$ cat src/rtl/matrix_disp_pkg.sv
// Shared definitions for the dot-matrix display blocks: geometry constants,
// glyph code type and the 16-glyph hex font (column-major, bit0 = top row).
package matrix_disp_pkg;

    localparam int GLYPH_W = 8;
    localparam int ROWS    = 8;

    typedef logic [3:0] glyph_t;

    // HEX_FONT[glyph][glyph column] is one column of pixels, bit0 at the top.
    localparam logic [ROWS-1:0] HEX_FONT [16][GLYPH_W] = '{
        '{8'h00, 8'h3C, 8'h42, 8'h81, 8'h81, 8'h42, 8'h3C, 8'h00},  // 0
        '{8'h00, 8'h04, 8'h02, 8'h81, 8'hFF, 8'h80, 8'h80, 8'h00},  // 1
        '{8'h00, 8'hC2, 8'hA1, 8'h91, 8'h89, 8'h86, 8'h00, 8'h00},  // 2
        '{8'h00, 8'h42, 8'h81, 8'h89, 8'h89, 8'h76, 8'h00, 8'h00},  // 3
        '{8'h00, 8'h30, 8'h28, 8'h24, 8'h22, 8'hFF, 8'h20, 8'h00},  // 4
        '{8'h00, 8'h4F, 8'h89, 8'h89, 8'h89, 8'h71, 8'h00, 8'h00},  // 5
        '{8'h00, 8'h7E, 8'h89, 8'h89, 8'h89, 8'h72, 8'h00, 8'h00},  // 6
        '{8'h00, 8'h01, 8'h01, 8'hE1, 8'h11, 8'h09, 8'h07, 8'h00},  // 7
        '{8'h00, 8'h76, 8'h89, 8'h89, 8'h89, 8'h76, 8'h00, 8'h00},  // 8
        '{8'h00, 8'h4E, 8'h91, 8'h91, 8'h91, 8'h7E, 8'h00, 8'h00},  // 9
        '{8'h00, 8'hFE, 8'h11, 8'h11, 8'h11, 8'hFE, 8'h00, 8'h00},  // A
        '{8'h00, 8'hFF, 8'h89, 8'h89, 8'h89, 8'h76, 8'h00, 8'h00},  // B
        '{8'h00, 8'h7E, 8'h81, 8'h81, 8'h81, 8'h42, 8'h00, 8'h00},  // C
        '{8'h00, 8'hFF, 8'h81, 8'h81, 8'h42, 8'h3C, 8'h00, 8'h00},  // D
        '{8'h00, 8'hFF, 8'h89, 8'h89, 8'h89, 8'h81, 8'h00, 8'h00},  // E
        '{8'h00, 8'hFF, 8'h09, 8'h09, 8'h09, 8'h01, 8'h00, 8'h00}   // F
    };

endpackage

$ cat src/rtl/matrix_glyph_rom.sv
// Combinational font lookup: one pixel column of a hex glyph.
module matrix_glyph_rom
    import matrix_disp_pkg::*;
(
    input  glyph_t          glyph_i,
    input  logic [2:0]      gcol_i,
    output logic [ROWS-1:0] row_o
);

    assign row_o = HEX_FONT[glyph_i][gcol_i];

endmodule

$ cat src/rtl/matrix_scroll_disp.sv
// Multiplexed LED matrix scanner with PWM dimming, double-buffered message
// and wrap-around horizontal scrolling.
module matrix_scroll_disp
    import matrix_disp_pkg::*;
#(
    parameter int NCOL        = 8,
    parameter int MSG_LEN     = 4,
    parameter int PWM_W       = 2,
    parameter int SCROLL_DIV  = 4,
    parameter bit COL_ACT_LOW = 1'b1,
    localparam int ADDR_W     = (MSG_LEN > 1) ? $clog2(MSG_LEN) : 1
) (
    input  logic              clk,
    input  logic              rst,
    input  logic              CE,
    input  logic              wr_en,
    input  logic [ADDR_W-1:0] wr_addr,
    input  logic [3:0]        wr_data,
    input  logic              commit,
    input  logic              scroll_en,
    input  logic              scroll_dir,
    input  logic [PWM_W-1:0]  brightness,
    output logic [NCOL-1:0]   column,
    output logic [ROWS-1:0]   row,
    output logic              frame_tick,
    output logic              pending
);

    localparam int COL_W  = $clog2(NCOL);
    localparam int PIX_N  = MSG_LEN * GLYPH_W;
    localparam int PIX_W  = $clog2(PIX_N);
    localparam int GCOL_W = $clog2(GLYPH_W);
    localparam int FDIV_W = (SCROLL_DIV > 1) ? $clog2(SCROLL_DIV) : 1;
    localparam logic [PWM_W-1:0]  PH_MAX   = {PWM_W{1'b1}};
    localparam logic [COL_W-1:0]  COL_LAST = COL_W'(NCOL - 1);
    localparam logic [FDIV_W-1:0] FDIV_MAX = FDIV_W'(SCROLL_DIV - 1);
    localparam logic [NCOL-1:0]   COL_OFF  = COL_ACT_LOW ? {NCOL{1'b1}} : '0;

    logic [PWM_W-1:0]  phase_q, phase_d;
    logic [COL_W-1:0]  col_q, col_d;
    logic [PIX_W-1:0]  offset_q, offset_d;
    logic [FDIV_W-1:0] fdiv_q, fdiv_d;
    logic              pending_q, pending_d;
    logic [PWM_W-1:0]  bright_l_q;
    logic              scroll_en_l_q;
    logic              scroll_dir_l_q;
    glyph_t            front_q [MSG_LEN];
    glyph_t            back_q  [MSG_LEN];
    logic [NCOL-1:0]   column_q, column_d;
    logic [ROWS-1:0]   row_q, row_d;
    logic              frame_tick_q;

    logic              boundary;
    logic              col_active;
    logic [PIX_W-1:0]  pix;
    logic [ADDR_W-1:0] glyph_idx;
    glyph_t            glyph;
    logic [ROWS-1:0]   rom_row;
    logic [NCOL-1:0]   col_onehot;

    assign boundary = CE && (phase_q == PH_MAX) && (col_q == COL_LAST);

    // MSG_LEN is a power of two, so the pixel index wraps by truncation.
    assign pix       = offset_q + PIX_W'(col_q);
    assign glyph_idx = ADDR_W'(pix >> GCOL_W);
    assign glyph     = front_q[glyph_idx];

    matrix_glyph_rom u_rom (
        .glyph_i (glyph),
        .gcol_i  (pix[2:0]),
        .row_o   (rom_row)
    );

    // The last phase can never satisfy phase < brightness, giving the blank slot.
    assign col_active = (phase_q < bright_l_q);

    always_comb begin
        col_onehot = '0;
        row_d      = '0;
        if (col_active) begin
            col_onehot = NCOL'(1) << col_q;
            row_d      = rom_row;
        end
        column_d = COL_ACT_LOW ? ~col_onehot : col_onehot;
    end

    always_comb begin
        phase_d = phase_q;
        col_d   = col_q;
        if (CE) begin
            phase_d = phase_q + PWM_W'(1);
            if (phase_q == PH_MAX) begin
                col_d = (col_q == COL_LAST) ? '0 : col_q + COL_W'(1);
            end
        end
    end

    always_comb begin
        offset_d = offset_q;
        fdiv_d   = fdiv_q;
        if (boundary) begin
            if (scroll_en_l_q) begin
                if (fdiv_q == FDIV_MAX) begin
                    fdiv_d   = '0;
                    offset_d = scroll_dir_l_q ? offset_q - PIX_W'(1)
                                              : offset_q + PIX_W'(1);
                end else begin
                    fdiv_d = fdiv_q + FDIV_W'(1);
                end
            end else begin
                offset_d = '0;
                fdiv_d   = '0;
            end
        end
    end

    // Copy consumes the registered flag, so a commit on the boundary waits a frame.
    assign pending_d = (boundary && pending_q) ? 1'b0 : (pending_q || commit);

    always_ff @(posedge clk) begin
        if (rst) begin
            phase_q        <= '0;
            col_q          <= '0;
            offset_q       <= '0;
            fdiv_q         <= '0;
            pending_q      <= 1'b0;
            bright_l_q     <= PH_MAX;
            scroll_en_l_q  <= 1'b0;
            scroll_dir_l_q <= 1'b0;
            for (int i = 0; i < MSG_LEN; i++) begin
                front_q[i] <= '0;
                back_q[i]  <= '0;
            end
            column_q       <= COL_OFF;
            row_q          <= '0;
            frame_tick_q   <= 1'b0;
        end else begin
            phase_q      <= phase_d;
            col_q        <= col_d;
            offset_q     <= offset_d;
            fdiv_q       <= fdiv_d;
            pending_q    <= pending_d;
            if (boundary) begin
                bright_l_q     <= brightness;
                scroll_en_l_q  <= scroll_en;
                scroll_dir_l_q <= scroll_dir;
                if (pending_q) begin
                    front_q <= back_q;
                end
            end
            if (wr_en) begin
                back_q[wr_addr] <= wr_data;
            end
            column_q     <= column_d;
            row_q        <= row_d;
            frame_tick_q <= boundary;
        end
    end

    assign column     = column_q;
    assign row        = row_q;
    assign frame_tick = frame_tick_q;
    assign pending    = pending_q;

endmodule

$ cat config.mk
export PLATFORM = sky130hd
export DESIGN_NAME = matrix_scroll_disp
export DESIGN_NICKNAME = d
export VERILOG_FILES = /design/src/rtl/matrix_disp_pkg.sv /design/src/rtl/matrix_glyph_rom.sv /design/src/rtl/matrix_scroll_disp.sv
export SDC_FILE = /design/constraint.sdc
export NUM_CORES = 1
export LEC_CHECK = 0
export ABC_AREA = 1
export BUFFER_PORTS_ARGS = -buffer_cell sky130_fd_sc_hd__buf_2
export CAP_MARGIN = 25
export CORE_AREA = 2 2 84 102
export CTS_CLUSTER_SIZE = 14
export DETAILED_ROUTE_END_ITERATION = 10
export DIE_AREA = 0 0 86 104
export PLACE_DENSITY_LB_ADDON = 0.2
export SYNTH_ARGS = -nofsm -noshare
export SYNTH_HDL_FRONTEND = slang
export SYNTH_SLANG_ARGS = --single-unit
$ cat constraint.sdc
create_clock -name clk -period 4.4 [get_ports clk]
set_input_delay 0.22 -clock clk [delete_from_list [all_inputs] [get_ports clk]]
set_output_delay 0.22 -clock clk [all_outputs]
set_load 0.03 [all_outputs]
==> metrics, run 1 <==
share of layout cells above drive strength 1 14.63%; outcome finished, final reports clean; CP Max Fanout 7; Die ar. 8944 µm²; cell taking the most area after synthesis dfxtp_1; Layout Nets 609; Seq/Total Area, Yosys 34.23%; crit path kind reg2reg; GPL Wtd Cong 0.9775; Switching Power 0.3098 mW; Max-cap violations 0; initial antenna violation count 0; final worst path period share 70.84%; FF+latch count, synth 66; Comb pwr share 6.3%; R2R depth 17; Port Buffers 32; switching share of total power 25.69%; Yosys warning total 0; GRT Util Overall 20.66%; CORE AREA 7973 µm²; die width 86 µm; initial core utilization 48.41%; DP HPWL 6.654 mm; share of Yosys cell area claimed by the top area cell type 34.23%; io pins 33; DR vias 3486; Synth Instances 540; first-pass GRT wire length 14.84 mm; clock power share 42.5%; Pint 0.8961 mW; CTS tree yes; synthesized area 3860 µm²; Required @ worst endpoint 4.66 ns; Final min period 3.117 ns; largest net degree at the start of global routing 42; HP Class in2reg; Tot Pwr 1.206 mW; P per Cell Area 284.4 nW/µm²; largest cells by area after synthesis dfxtp_1, nand2_1, nand3_1, ha_1, inv_1; # rows 36; most common cell after layout, fill and taps aside nand2_1; Clock Tree Buf Depth 2; Sequential Power Share 51.2%; htree depth 3; Max Clock Freq 0.3208 GHz; Post-Syn Nets 580; WL per Instance 13.25 µm; filler cell count 779; # clock sinks 66; Yosys cell types 39; CTS resizes 0; Final setup violation count 0; Critical Path Sink Type flip-flop; Via density 5.211; post-route ant nets 0; DRT Pass-1 Iters 6; Top FF cell, synth dfxtp_1; number of global-route vias before repair 3241; Fin Setup TNS 0 ns; EDFF count, synth 0; DIE HEIGHT 104 µm; area delta synth->final 9.854%; cts bufs inserted 9; Ant. Diodes 0; Avg Synthesized Cell Area 7.148 µm²; startpoint types flip-flop; RSZ-0062 raised after global routing false; Worst-path clk slew 0.08 ns; total length of routed wires 8.863 mm; Final Max Slew Viols 0; Hold Vio Cnt, Final 0; worst-skew pair later-pin latency 0.36 ns; First DRT Iteration DRCs 232; Setup Buffers After CTS 0; VDD IR max 0.2972 mV; Worst slew margin 49.25%; most frequent cells in the layout nand2_1, dfxtp_1, inv_1, nor2_1, nand3_1; P_leak 2.040 nW; CP arrival 3.38 ns; gr ovfl total 0; Hold Crit Depth 3; final clock skew 0.007734 ns; CTS Hold Bufs 0; DRC 0; fin util 53.19%; worst slew pin tran 0.7594 ns; ys async rst share 0%; clock root buffer clkbuf_8
[final timing paths]
| path | from | to | slack (ns) |
|---|---|---|---|
| worst min register to register | back_q[7]$_SDFFE_PP0P_ | back_q[7]$_SDFFE_PP0P_ | 0.44 |
| worst min-delay path | scroll_en | scroll_en_l_q$_SDFFE_PP0P_ | 0.09 |
| worst max register to register | offset_q[0]$_SDFFE_PP0P_ | row[3]$_SDFF_PP0_ | 1.28 |
| worst max-delay path | offset_q[0]$_SDFFE_PP0P_ | row[3]$_SDFF_PP0_ | 1.28 |
[layer usage]
layer	global-route usage [%]	wire length (µm)	vias to the layer above
li1	-	-	1817
met1	26.45	4018	1542
met2	31.56	4180	100
met3	4.683	356	27
met4	11.79	308	0
met5	0	0	-
[layout make-up]
class	count	area, µm²	area share, %
clock buffers	9	123.9	2.921
clock inverters	7	70.07	1.652
inverters	63	236.5	5.577
multi-input cells	396	2202	51.93
flip-flops and latches	66	1321	31.16
well taps	95	118.9	2.803
repair buffers	33	167.7	3.954
[logic make-up (layout without fill, tap and decap cells)]
group	Yosys count	after routing	synth area share [%]
xor gates and xnor gates	5	5	2.107
buffers and inverters	78	112	8.719
DFF	66	66	34.23
and+or+nand+nor	272	272	33.68
adders and majority gates	25	25	8.493
AOI/OAI and AO/OA	94	94	12.77
[stage by stage]
stage                     std cells  cell area [µm²]  setup slack [ns]  hold WS (ns)
after floorplan                 540             3860             1.684        0.2891
after CTS                       669             4240             1.291       0.07538
after detailed placement        653             4046             1.311        0.4358
final                           669             4240             1.283       0.08550
after global placement          653             4046             1.326        0.4284
after global routing            669             4240             1.009       0.08262
[power groups by stage]
stage	Combinational [mW]	Sequential, mW	Clock [mW]
3_3_place_gp	0.0745	0.632	0
6_report	0.0761	0.618	0.512
4_1_cts	0.0763	0.618	0.521
5_1_grt	0.0869	0.619	0.554
2_1_floorplan	0.0439	0.638	0
3_5_place_dp	0.0760	0.632	0
[sequential cells by signal, indices dropped and copies added (netlist names)]
register	cells
offset_q	5
row	8
column	8
col_q	3
phase_q	2
bright_l_q	2
pending	1
scroll_dir_l_q	1
back_q	16
fdiv_q	2
scroll_en_l_q	1
frame_tick	1
front_q	16
[worst max-delay path, cell delays in order, from the launching register on]
cell	delay, ns
dfxtp_1	0.37
ha_1	0.24
fa_1	0.40
nand2_1	0.09
nand2_2	0.06
nand2_4	0.11
xor2_4	0.27
nand3_1	0.11
nand2_1	0.24
ha_1	0.36
inv_1	0.14
nand3_1	0.17
nand3_1	0.14
nand2_1	0.06
nand2_1	0.05
nand3_1	0.07
nand2_1	0.06
nor2_1	0.05
[cell usage after synthesis, types with 2 or more instances]
master and count:
o21ai_0 41, dfxtp_1 66, inv_1 61, xor2_1 2, xor2_4 2, nor3_1 3, fa_1 2, a21oi_1 43
nand3_2 8, nand3_4 3, ha_1 23, nor2_1 61, nand2_1 111, buf_6 3, clkbuf_1 6, nand4_1 5
nand2_2 9, nand2_4 7, or2_2 2, nand3_1 58, buf_2 4, o21ai_1 3
Note: power is estimated with default switching activity, not from simulation.
==> inputs of run 2 (changes only) <==
--- a/config.mk
+++ b/config.mk
@@ -5,13 +5,13 @@
 export SDC_FILE = /design/constraint.sdc
 export NUM_CORES = 1
 export LEC_CHECK = 0
-export ABC_AREA = 1
+export ABC_AREA = 0
 export BUFFER_PORTS_ARGS = -buffer_cell sky130_fd_sc_hd__buf_2
 export CAP_MARGIN = 25
-export CORE_AREA = 2 2 84 102
+export CORE_AREA = 2 2 81 98
 export CTS_CLUSTER_SIZE = 14
 export DETAILED_ROUTE_END_ITERATION = 10
-export DIE_AREA = 0 0 86 104
+export DIE_AREA = 0 0 83 100
 export PLACE_DENSITY_LB_ADDON = 0.2
 export SYNTH_ARGS = -nofsm -noshare
 export SYNTH_HDL_FRONTEND = slang
==> constraint.sdc (replaced) <==
create_clock -name clk -period 2.6 [get_ports clk]
set_input_delay 0.13 -clock clk [delete_from_list [all_inputs] [get_ports clk]]
set_output_delay 0.13 -clock clk [all_outputs]
set_load 0.03 [all_outputs]
==> metrics, run 2 <==
gr ovfl total 0; Placed Instances 576; Avg Synthesized Cell Area 8.521 µm²; CP startpoint offset_q[0]$_SDFFE_PP0P_; Yosys cell types 59; Worst slew margin 36.97%; Sequential Power Share 53.9%; synthesized area 3596 µm²; Hold Vio Cnt, Final 0; cts bufs inserted 9; Final min period 3.214 ns; DP HPWL 6.675 mm; Comb pwr share 5.1%; most frequent cells in the layout nand2_1, dfxtp_1, buf_4; Die ar. 8300 µm²; First DRT Iteration DRCs 217; CP Max Fanout 4; io pins 33; largest net degree at the start of global routing 32; final worst path period share 123.6%; first-pass GRT wire length 15.15 mm; Final setup violation count 8; # clock sinks 66; area delta synth->final 32.36%; Clock Tree Buf Depth 2; number of global-route vias before repair 3262; post-route worst setup slack -0.6138 ns; Yosys warning total 0; share of Yosys cell area claimed by the top area cell type 36.74%; Ant. Diodes 0; DRT Pass-1 Iters 4; total length of routed wires 9.065 mm; post-route insts no fill 603; DIE HEIGHT 100 µm; GRT Util Overall 22.59%; Layout Nets 546; fin util 63.56%; Switching Power 0.4795 mW; switching share of total power 25.05%; worst-skew pair later-pin latency 0.35 ns; startpoint types flip-flop; CP arrival 3.46 ns; Fin Setup TNS -4.097 ns; crit path kind reg2reg; clock power share 41.0%; Required @ worst endpoint 2.85 ns; Max-cap violations 0; failing checks negative setup slack; RR Startpoint offset_q[0]$_SDFFE_PP0P_; outcome finished, violations left; VDD IR max 0.3869 mV; Hold Crit Depth 3; RSZ-0062 raised after global routing true; reg-to-reg critical path endpoint row[3]$_SDFF_PP0_; WL per Instance 15.03 µm; top flop regs back_q: 16 flops, front_q: 16 flops; Hold Path End scroll_en_l_q$_SDFFE_PP0P_; final clock skew 0.01421 ns; R2R depth 10; Synth Instances 422; HP Class in2reg; share of layout cells above drive strength 1 31.70%; Worst-path clk slew 0.08 ns; Max Clock Freq 0.3112 GHz; die width 83 µm; CTS tree yes; htree depth 3; cell taking the most area after synthesis dfxtp_1; Post-Syn Nets 462; Pint 1.434 mW; Synth top cells by count nand2_1, dfxtp_1, a21oi_1; post-route ant nets 0; initial antenna violation count 0; Via density 5.614; hold path start scroll_en; P per Cell Area 402.1 nW/µm²; largest cells by area after synthesis dfxtp_1, ha_1, mux2i_1, nand2_1, a21oi_1; Top FF cell, synth dfxtp_1; clock root buffer clkbuf_8; Seq/Total Area, Yosys 36.74%; Critical Path Sink Type flip-flop; P_leak 2.007 nW; most common cell after layout, fill and taps aside nand2_1; most common cell in the netlist nand2_1; # rows 35; filler cell count 640; worst slew pin tran 0.9434 ns; DR vias 3385; initial core utilization 48.02%; Port Buffers 32; Final Max Slew Viols 0; reg2reg setup slack -0.61 ns; GPL Wtd Cong 0.9197; DRC 0; CORE AREA 7488 µm²; EDFF count, synth 0; ys async rst share 0%; FF+latch count, synth 66
## run 2: area by class of cell
type                    count  area, µm²  share of cell area [%]
repair buffers            100      694.4                   14.59
inverters                  11      43.79                  0.9201
clock inverters             6      42.54                  0.8938
clock buffers              10      137.6                   2.892
well taps                  92      115.1                   2.419
multi-input cells         318       2400                   50.42
flip-flops and latches     66       1326                   27.87
## run 2: how the worst max path moves through the flow
stage	endpoint	slack [ns]	cells past startpoint
2_1_floorplan	row[3]$_SDFF_PP0_	-0.70	11
3_3_place_gp	row[7]$_SDFF_PP0_	-0.68	14
3_5_place_dp	row[7]$_SDFF_PP0_	-0.70	14
4_1_cts	row[3]$_SDFF_PP0_	-0.59	10
5_1_grt	row[4]$_SDFF_PP0_	-0.74	12
6_report	row[3]$_SDFF_PP0_	-0.61	10
## run 2: through the flow
stage               power [mW]  instance area [µm²]  worst slack, ns  hold WS (ns)
global placement         1.148                 4214          -0.6806        0.3354
finish                   1.914                 4760          -0.6138       0.01530
CTS                      1.932                 4629          -0.5870      0.003423
floorplan                1.115                 3635          -0.6957        0.2478
global route             1.987                 4760          -0.7399       0.02864
detailed placement       1.150                 4214          -0.7028        0.3408
## run 2: logic make-up after synthesis
group | Yosys count | synth area share [%]
compound gates | 106 | 19.97
xor+xnor | 7 | 1.705
fa+ha+maj | 25 | 9.116
simple gates | 145 | 17.68
flops | 66 | 36.74
buf+inv | 38 | 4.419
mux | 35 | 10.37
## run 2: layer usage
layer / global-route usage [%] / routed length [µm]
met1: 25.24 / 3812
met2: 39.52 / 4467
met3: 4.688 / 374
met4: 13.87 / 411
met5: 0 / 0
## run 2: critical path, stage by stage (launching register included)
cell,delay [ns]
dfxtp_4,0.35
ha_4,0.16
fa_2,0.36
a21o_1,0.21
a32oi_4,0.22
mux4_2,0.62
ha_4,0.34
mux2i_4,0.26
a221oi_2,0.09
o221a_2,0.28
a311oi_1,0.23
## run 2: power by group through the flow
stage,clock network (mW),registers (mW),logic [mW]
2_1_floorplan,0,1.06,0.0540
3_3_place_gp,0,1.06,0.0920
3_5_place_dp,0,1.06,0.0942
4_1_cts,0.803,1.03,0.0973
5_1_grt,0.845,1.03,0.108
6_report,0.784,1.03,0.0973
## run 2: what timing repair did
| item | in CTS | in global routing |
|---|---|---|
| resized for setup | 43 | 17 |
| hold buffers | 2 | 0 |
| cloned | 0 | 0 |
| setup endpoints to repair | 8 | 8 |
| pin swaps | 9 | 8 |
| buffers inserted | 3 | 6 |
| hold endpoints to repair | 2 | 0 |
==> inputs of run 3 (changes only) <==
--- a/config.mk
+++ b/config.mk
@@ -8,11 +8,12 @@
 export ABC_AREA = 0
 export BUFFER_PORTS_ARGS = -buffer_cell sky130_fd_sc_hd__buf_2
 export CAP_MARGIN = 25
-export CORE_AREA = 2 2 81 98
+export CORE_AREA = 2 2 82 100
 export CTS_CLUSTER_SIZE = 14
 export DETAILED_ROUTE_END_ITERATION = 10
-export DIE_AREA = 0 0 83 100
+export DIE_AREA = 0 0 84 102
 export PLACE_DENSITY_LB_ADDON = 0.2
 export SYNTH_ARGS = -nofsm -noshare
 export SYNTH_HDL_FRONTEND = slang
+export SYNTH_HIERARCHICAL = 1
 export SYNTH_SLANG_ARGS = --single-unit
==> metrics, run 3 <==
gr ovfl total 0; Yosys warning total 6; HP Class in2reg; Buf/Inv on CP 1; RSZ-0062 raised after global routing true; worst slew pin tran 0.7785 ns; most common cell after layout, fill and taps aside nand2_1; Final setup violation count 8; Avg Synthesized Cell Area 8.594 µm²; GPL Wtd Cong 0.8981; # clock sinks 66; Worst-path clk slew 0.07 ns; number of global-route vias before repair 3252; Via density 5.503; die width 84 µm; Final Max Slew Viols 0; Ant. Diodes 0; top flop regs back_q: 16 flops, front_q: 16 flops; VDD IR max 0.4360 mV; Die ar. 8568 µm²; most frequent cells in the layout nand2_1, dfxtp_1, a21oi_1; Post-Syn Nets 474; Final min period 3.290 ns; startpoint types flip-flop; initial antenna violation count 0; post-route ant nets 0; Tot Pwr 2.162 mW; CP arrival 3.53 ns; P_leak 1.921 nW; initial core utilization 49.23%; # rows 35; Synth Instances 434; Fin Setup TNS -5.002 ns; Synth Area in Compound Gates 17.95%; synthesized area 3730 µm²; cts bufs inserted 9; Hold Vio Cnt, Final 0; failing checks negative setup slack; XOR/XNOR Fraction of Synth Area 1.879%; CTS tree yes; GRT Util Overall 21.63%; post-route worst setup slack -0.6903 ns; first-pass GRT wire length 14.95 mm; DIE HEIGHT 102 µm; final clock skew 0.006445 ns; WP depth 14; Placed Instances 574; R2R depth 14; DP HPWL 6.279 mm; ys async rst share 0%; Top FF cell, synth dfxtp_1; Max Clock Freq 0.3039 GHz; htree depth 3; CP Max Fanout 4; area delta synth->final 27.24%; First DRT Iteration DRCs 158; worst-skew pair later-pin latency 0.34 ns; Critical Path Sink Type flip-flop; Simple-Gate Fraction of Synth Area 20.83%; Seq/Total Area, Yosys 35.42%; mux share of post-synthesis cell area 8.051%; placed inst area 4199 µm²; Required @ worst endpoint 2.84 ns; Max-cap violations 0; clock root buffer clkbuf_8; Hold Crit Depth 3; Post-Layout Inst Area 4746 µm²; hold slack 0.04589 ns; FF+latch count, synth 66; DRT Pass-1 Iters 4; Synth top cells by count nand2_1, dfxtp_1, a21oi_1; outcome finished, violations left; dpl ws -0.6913 ns; cell taking the most area after synthesis dfxtp_1; Crit-path slowest cell mux4_2; io pins 33; CP peak stage delay 0.60 ns; largest net degree at the start of global routing 41; Worst slew margin 48.00%; fin util 62.64%; DRC 0; most common cell in the netlist nand2_1; CORE AREA 7576 µm²; crit-path cells ha_4, fa_2, a21oi_4, nor2b_4, xnor2_4, mux4_2, inv_4, ha_4, mux2_4, o21ai_2, o21ai_2, a221oi_2, a21oi_1, and2_1; total length of routed wires 8.984 mm; Port Buffers 32; post-route insts no fill 599; post-synthesis adder-cell area fraction 8.789%; WL per Instance 15.00 µm; DR vias 3296; largest family of logic cells by synthesized area simple AND/OR/NAND/NOR gates; EDFF count, synth 0; final worst path period share 126.5%; share of layout cells above drive strength 1 30.77%; Layout Nets 542; Clock Tree Buf Depth 2; kind of cell adding the most delay to the critical path multiplexers; Yosys cell types 63; largest cells by area after synthesis dfxtp_1, ha_1, nand2_1, a21oi_1, mux2i_1; crit path kind reg2reg; share of Yosys cell area claimed by the top area cell type 35.42%; P per Cell Area 455.5 nW/µm²
-- run 3: logic make-up after synthesis --
logic type                 Yosys count
muxes                               24
buffers and inverters               43
adders and majority gates           25
xor gates and xnor gates             8
and+or+nand+nor                    162
AOI/OAI and AO/OA                  106
DFF                                 66
-- run 3: final timing paths --
check                                              start                 endpoint  slack [ns]
worst max-delay path            offset_q[0]$_SDFFE_PP0P_        row[7]$_SDFF_PP0_       -0.69
worst min-delay path                              commit       pending$_SDFF_PP0_        0.05
worst max register to register  offset_q[0]$_SDFFE_PP0P_        row[7]$_SDFF_PP0_       -0.69
worst min register to register   front_q[5]$_SDFFE_PP0P_  front_q[5]$_SDFFE_PP0P_        0.45
-- run 3: repair_timing --
item	in CTS	in global routing
endpoints found under the setup margin	8	8
hold endpoints to repair	2	0
cloned	2	0
hold buffers	2	0
resized for setup	19	25
pin swaps	3	6
setup buffers	0	5
-- run 3: final cells by class --
| cell class | instances | area [µm²] |
|---|---|---|
| fill | 667 | 2830 |
| sequential | 66 | 1324 |
| clock inverter | 4 | 72.57 |
| tap | 92 | 115.1 |
| timing repair buffer | 84 | 635.6 |
| multi-input combinational | 326 | 2370 |
| inverter | 15 | 63.81 |
| clock buffer | 12 | 165.2 |
-- run 3: worst reg2reg max path, stage by stage (launching register included) --
cell,delay (ns)
dfxtp_2,0.34
ha_4,0.16
fa_2,0.37
a21oi_4,0.16
nor2b_4,0.07
xnor2_4,0.20
mux4_2,0.60
inv_4,0.11
ha_4,0.21
mux2_4,0.27
o21ai_2,0.15
o21ai_2,0.08
a221oi_2,0.26
a21oi_1,0.07
and2_1,0.16
-- run 3: routing by layer --
layer / wire (µm) / share of wire [%] / vias to the layer above / track usage (%)
met2: 4442 / 49 / 82 / 38.03
met4: 305 / 3.4 / 0 / 10.55
met1: 3934 / 44 / 1543 / 25.99
met5: 0 / 0 / - / 0
met3: 302 / 3.4 / 22 / 3.393
li1: - / - / 1649 / -
-- run 3: where the power goes --
group	internal [mW]	switching, mW
Clock	0.617	0.399
Sequential	1.03	0.00935
Combinational	0.0446	0.0653
